File: src/rtl/spi_cmd_sched.sv
// Round-robin command scheduler that shares one SPI byte master between N_REQ requesters.
// Each frame is an instruction byte {rw, pad, addr} followed by nbytes data bytes.
module spi_cmd_sched #(
    parameter int N_REQ       = 2,
    parameter int ADDR_W      = 7,
    parameter int MAX_BYTES   = 4,
    parameter int NB_W        = 3,
    parameter int TIMEOUT_CYC = 1023
) (
    input  logic                         clk,
    input  logic                         rst,
    input  logic [N_REQ-1:0]             req,
    input  logic [N_REQ-1:0]             req_rw,
    input  logic [N_REQ*ADDR_W-1:0]      req_addr,
    input  logic [N_REQ*8*MAX_BYTES-1:0] req_wdata,
    input  logic [N_REQ*NB_W-1:0]        req_nbytes,
    output logic [N_REQ-1:0]             ack,
    output logic                         err,
    output logic [8*MAX_BYTES-1:0]       rdata,
    output logic                         busy,
    output logic                         have_data,
    output logic [7:0]                   data_o,
    input  logic                         rdreq,
    input  logic                         wrreq,
    input  logic [7:0]                   miso_reg,
    input  logic                         cs_n
);
    localparam int GW = (N_REQ > 1) ? $clog2(N_REQ) : 1;
    localparam int CW = NB_W + 1;
    localparam int TW = $clog2(TIMEOUT_CYC + 1);

    typedef enum logic [1:0] {S_IDLE, S_SEND, S_DRAIN, S_DONE} state_t;

    state_t                 state_q;
    logic [GW-1:0]          last_grant_q, grant_q;
    logic                   rw_q;
    logic [ADDR_W-1:0]      addr_q;
    logic [8*MAX_BYTES-1:0] wdata_q;
    logic [NB_W-1:0]        nbytes_q;
    logic [NB_W-1:0]        idx_q;
    logic [CW-1:0]          rxcnt_q, rxcnt_d;
    logic [TW-1:0]          tmo_q;
    logic [N_REQ-1:0]       ack_q;
    logic                   err_q;
    logic [8*MAX_BYTES-1:0] rdata_q;
    logic                   have_data_q;
    logic [7:0]             data_q;

    logic                   found;
    logic [GW-1:0]          sel;
    logic                   sel_rw;
    logic [ADDR_W-1:0]      sel_addr;
    logic [8*MAX_BYTES-1:0] sel_wdata;
    logic [NB_W-1:0]        sel_nb;
    logic                   sel_bad;
    logic [7:0]             sel_instr;
    logic [7:0]             wbyte;
    logic                   rx_take, rx_store;

    // Two passes give round-robin order: indices above last grant first, then wrap to 0.
    always_comb begin
        found     = 1'b0;
        sel       = '0;
        sel_rw    = 1'b0;
        sel_addr  = '0;
        sel_wdata = '0;
        sel_nb    = '0;
        for (int c = 0; c < N_REQ; c++) begin
            if (!found && req[c] && (GW'(c) > last_grant_q)) begin
                found     = 1'b1;
                sel       = GW'(c);
                sel_rw    = req_rw[c];
                sel_addr  = req_addr[c*ADDR_W +: ADDR_W];
                sel_wdata = req_wdata[c*8*MAX_BYTES +: 8*MAX_BYTES];
                sel_nb    = req_nbytes[c*NB_W +: NB_W];
            end
        end
        for (int c = 0; c < N_REQ; c++) begin
            if (!found && req[c] && (GW'(c) <= last_grant_q)) begin
                found     = 1'b1;
                sel       = GW'(c);
                sel_rw    = req_rw[c];
                sel_addr  = req_addr[c*ADDR_W +: ADDR_W];
                sel_wdata = req_wdata[c*8*MAX_BYTES +: 8*MAX_BYTES];
                sel_nb    = req_nbytes[c*NB_W +: NB_W];
            end
        end
        sel_bad   = (sel_nb == '0) || (sel_nb > NB_W'(MAX_BYTES));
        sel_instr = '0;
        sel_instr[7] = sel_rw;
        sel_instr[ADDR_W-1:0] = sel_addr;
    end

    always_comb begin
        wbyte    = 8'(wdata_q >> {idx_q, 3'b000});
        rx_take  = wrreq && ((state_q == S_SEND) || (state_q == S_DRAIN))
                   && (rxcnt_q <= CW'(nbytes_q));
        rx_store = rx_take && rw_q && (rxcnt_q != '0);
        rxcnt_d  = rxcnt_q + CW'(rx_take);
    end

    always_ff @(posedge clk or negedge rst) begin
        if (!rst) begin
            state_q      <= S_IDLE;
            last_grant_q <= GW'(N_REQ - 1);
            grant_q      <= '0;
            rw_q         <= 1'b0;
            addr_q       <= '0;
            wdata_q      <= '0;
            nbytes_q     <= '0;
            idx_q        <= '0;
            rxcnt_q      <= '0;
            tmo_q        <= '0;
            ack_q        <= '0;
            err_q        <= 1'b0;
            rdata_q      <= '0;
            have_data_q  <= 1'b0;
            data_q       <= '0;
        end else begin
            rxcnt_q <= rxcnt_d;
            // Slot 0 is the instruction byte's echo, so received byte k lands in rdata byte k-1.
            for (int k = 0; k < MAX_BYTES; k++) begin
                if (rx_store && (rxcnt_q == CW'(k + 1))) rdata_q[k*8 +: 8] <= miso_reg;
            end
            case (state_q)
                S_IDLE: begin
                    if (found) begin
                        grant_q  <= sel;
                        rw_q     <= sel_rw;
                        addr_q   <= sel_addr;
                        wdata_q  <= sel_wdata;
                        nbytes_q <= sel_nb;
                        idx_q    <= '0;
                        rxcnt_q  <= '0;
                        tmo_q    <= '0;
                        if (sel_bad) begin
                            state_q <= S_DONE;
                            ack_q   <= N_REQ'(1) << sel;
                            err_q   <= 1'b1;
                        end else begin
                            state_q     <= S_SEND;
                            have_data_q <= 1'b1;
                            data_q      <= sel_instr;
                        end
                    end
                end
                S_SEND: begin
                    if (rdreq && have_data_q) begin
                        idx_q <= idx_q + 1'b1;
                        if (idx_q == nbytes_q) begin
                            have_data_q <= 1'b0;
                            data_q      <= '0;
                            state_q     <= S_DRAIN;
                        end else begin
                            data_q <= rw_q ? 8'h00 : wbyte;
                        end
                    end
                end
                S_DRAIN: begin
                    tmo_q <= tmo_q + 1'b1;
                    if (cs_n) begin
                        state_q <= S_DONE;
                        ack_q   <= N_REQ'(1) << grant_q;
                        err_q   <= rw_q && (rxcnt_d <= CW'(nbytes_q));
                    end else if (tmo_q == TW'(TIMEOUT_CYC - 1)) begin
                        state_q <= S_DONE;
                        ack_q   <= N_REQ'(1) << grant_q;
                        err_q   <= 1'b1;
                    end
                end
                S_DONE: begin
                    ack_q        <= '0;
                    err_q        <= 1'b0;
                    last_grant_q <= grant_q;
                    state_q      <= S_IDLE;
                end
                default: state_q <= S_IDLE;
            endcase
        end
    end

    assign ack       = ack_q;
    assign err       = err_q;
    assign rdata     = rdata_q;
    assign busy      = (state_q != S_IDLE);
    assign have_data = have_data_q;
    assign data_o    = data_q;

endmodule
File: config.mk
export PLATFORM = sky130hd
export DESIGN_NAME = spi_cmd_sched
export DESIGN_NICKNAME = d
export VERILOG_FILES = /design/src/rtl/spi_cmd_sched.sv
export SDC_FILE = /design/constraint.sdc
export NUM_CORES = 1
export LEC_CHECK = 0
export CORE_MARGIN = 2
export CORE_UTILIZATION = 42
export DETAILED_ROUTE_END_ITERATION = 12
export GPL_ROUTABILITY_DRIVEN = 0
export PLACE_DENSITY = 0.72
export SYNTH_ARGS = -nofsm -noshare
export SYNTH_HDL_FRONTEND = slang
export SYNTH_SLANG_ARGS = --single-unit
File: constraint.sdc
create_clock -name clk -period 5.1 [get_ports clk]
set_input_delay 1.02 -clock clk [delete_from_list [all_inputs] [get_ports clk]]
set_output_delay 1.02 -clock clk [all_outputs]
set_load 0.02 [all_outputs]
==> flow_metrics.tcl <==
set metrics [dict create \
    crit_family "buffers and inverters" \
    stdcell_count 731 \
    clk_pin_slew_worst_paths_ns 0.07 \
    most-common-layout-cells "clkdlybuf4s50_1 (144), dfrtp_1 (100), nor2_1 (82), mux2_2 (36), a221oi_1 (33)" \
    design_area_sq_um 6950 \
    firstDrtPassIters 4 \
    insertedDiodeCount 0 \
    synthCells 442 \
    required_ns 4.08 \
    hpwl_um 9380 \
    synth_top_cell_area_share 0.493 \
    grt-ovfl-total 0 \
    std_cell_rows 40 \
    crit_path_frequent_cell "inv_1" \
    cts_tree "yes" \
    worstHoldPathType "register to register" \
    yosysWarningCount 0 \
    clk_latency_ns 0.34 \
    max_slew_margin 0.392 \
    crit_slowest_cell "clkdlybuf4s50_1" \
    finalMaxSlewViolations 0 \
    wl_per_cell_um 16.9 \
    worst_setup_path_start_kind "register" \
    fin_ws_ns 1.77 \
    power.leakage_nw 2.99 \
    ys_types 54 \
    worstMarginPinSlew_ns 0.912 \
    area_delta_synth_final_pct 36.9 \
    synth_top_area_cell "dfrtp_1" \
    critPathKind "register to output port" \
    die_x_um 114 \
    antenna_found_initial 0 \
    crit_start "state_q[0]" \
    synth_nets 558 \
    final_layout_size_suffix_gt1_frac 0.149 \
    place_area_sq_um 6660 \
    rsz0062_at_grt "false" \
    numCtsBuffers 9 \
    hold_slack_ns 0.505 \
    cp_max_fo 16 \
    grt_use_total 0.199 \
    vias_per_cell 5.45 \
    start_util 0.426 \
    drc 0 \
    cp_cell_sequence "inv_1 > ha_1 > inv_1 > clkdlybuf4s50_1" \
    clock-skew-final_ns 0.00712 \
    first_global_vias 4006 \
    end_kind "output port" \
    dieArea_sq_um 13000 \
    ctsHoldBuffers 0 \
    dp_slack_ns 1.45 \
    cp_slowest_stage_delay_ns 0.60 \
    status "completed" \
    io_pins 146 \
    cp_num_buf_inv 3 \
    num-fill-cells 1019 \
    cp.arrival_ns 2.31 \
    coreArea_sq_um 11900 \
    drv_cap 0 \
    min-delay-start "wdata_q[23]" \
    grt_max_degree 57 \
    cts_resized 0 \
    dp_cells 715 \
    cts.htree.levels 3 \
    ir_drop_uv 216 \
    setup_tns_ns 0 \
    synth_area_per_cell_sq_um 11.5 \
    portBuffers 145 \
    async_flop_share 1.00 \
    reg2reg_from "rxcnt_q[1]" \
    cts.path.max_buffers 2 \
    layout_commonest_cell "clkdlybuf4s50_1" \
    cts.sinks 101 \
    min_period_over_period 0.652 \
    synth_edf_count 0 \
    ys_ff_latch 101 \
    die_h_um 114 \
    hold_viol_final 0 \
    antenna_left 0 \
    drt-total-wl_um 12400 \
    synthTopCellsByArea "dfrtp_1 (49%), mux2_2 (8.0%), nor2_1 (6.1%)" \
    synth_area_sq_um 5070 \
    grt_pass1_wl_um 20200 \
    synth_top_flop_cell "dfrtp_1" \
    first_iter_violations 275 \
    vias 3987 \
    root_buffer "clkbuf_16" \
    ys_seq_area_frac 0.498 \
    fmax_mhz 301 \
    min_period_ns 3.33 \
    fin_nets 695 \
    post_cts_buffers 0 \
    setup_viol 0 \
    cellPowerDensity_nw_per_um2 573 \
]
==> Yosys cell counts, types with 2 or more instances <==
cell type  number
buf_1           5
o21ai_1         2
or2_2           2
nor4_4          2
a22oi_1         8
or4b_1          2
a22o_1          2
and3_1          2
dfrtp_1       100
o22ai_1         9
a32oi_1         2
nor2b_1         3
nand2_1         7
o21ai_0         6
and2_1          3
buf_2           3
nand3b_1        2
a211oi_1        2
nor2_1         83
a221oi_1       33
nor3b_1         2
ha_1           15
mux2i_1         5
a21oi_1         4
mux2_2         36
xor2_1          7
a31oi_1         2
nand3_1        13
clkbuf_1       15
mux4_2          8
nor4b_1         2
mux2_4          8
xnor2_1         7
inv_1          20
==> final timing paths <==
path | end | slack [ns] | depth (start not counted)
worst max register to register | err | 1.78 | 14
worst max-delay path | busy | 1.77 | 4
worst min-delay path | wdata_q[23] | 0.50 | 2
min in group asynchronous | tmo_q[8] | 0.74 | 1
max in group asynchronous | wdata_q[4] | 3.31 | 2
worst min register to register | wdata_q[23] | 0.50 | 2
==> final cells by class <==
type                    count  area [sq um]  area share
flip-flops and latches    101          2530       0.364
multi-input cells         297          2380       0.343
repair buffers            150          1490       0.214
clock buffers              13           270      0.0389
well taps                 147           184      0.0265
inverters                  20          75.1      0.0108
clock inverters             3          18.8     0.00270
==> through the flow <==
| stage | util | total power [mW] |
|---|---|---|
| after floorplan | - | 2.65 |
| after global routing | 0.583 | 4.28 |
| after global placement | 0.559 | 3.28 |
| final | 0.583 | 3.98 |
| after detailed placement | 0.559 | 3.36 |
| after CTS | 0.583 | 4.03 |
==> where the power goes <==
part / switching (mW) / leakage, nW / internal (mW)
Combinational: 0.971 / 1.57 / 0.957
Sequential: 0.251 / 1.27 / 1.15
Clock: 0.279 / 0.146 / 0.370
Total: 1.50 / 2.99 / 2.48
==> worst register-to-register path: cells and delay by family, from the launching register on <==
family,cells,cell delay [ns]
and+or+nand+nor,3,0.32
xor gates and xnor gates,1,0.20
adders and majority gates,4,1.04
DFF,1,0.49
muxes,1,0.28
AOI/OAI and AO/OA,5,0.87
==> cell families after synthesis <==
kind of cell / count (synthesis) / share of synthesized area
AO/OA/AOI/OAI: 78 / 0.122
XOR/XNOR: 15 / 0.0274
adder cells (fa/ha/maj): 15 / 0.0370
buffers and inverters: 44 / 0.0348
flip-flops: 101 / 0.498
multiplexers: 57 / 0.149
AND/OR/NAND/NOR: 132 / 0.132
==> routing by layer <==
layer | GRT usage | up-vias | routed length [um]
met4 | 0.0602 | 0 | 123
met1 | 0.250 | 1925 | 5150
met5 | 0 | - | 0
li1 | - | 1895 | -
met3 | 0.0510 | 13 | 896
met2 | 0.340 | 154 | 6220
==> registers in the layout, summed over array words and instances (netlist names) <==
signal	cells
tmo_q	10
data_o	8
ack	2
have_data	1
rdata	32
grant_q	1
rxcnt_q	4
nbytes_q	3
idx_q	3
err	1
last_grant_q	1
wdata_q	32
state_q	2
rw_q	1
Power figures use the tool's default switching activity.
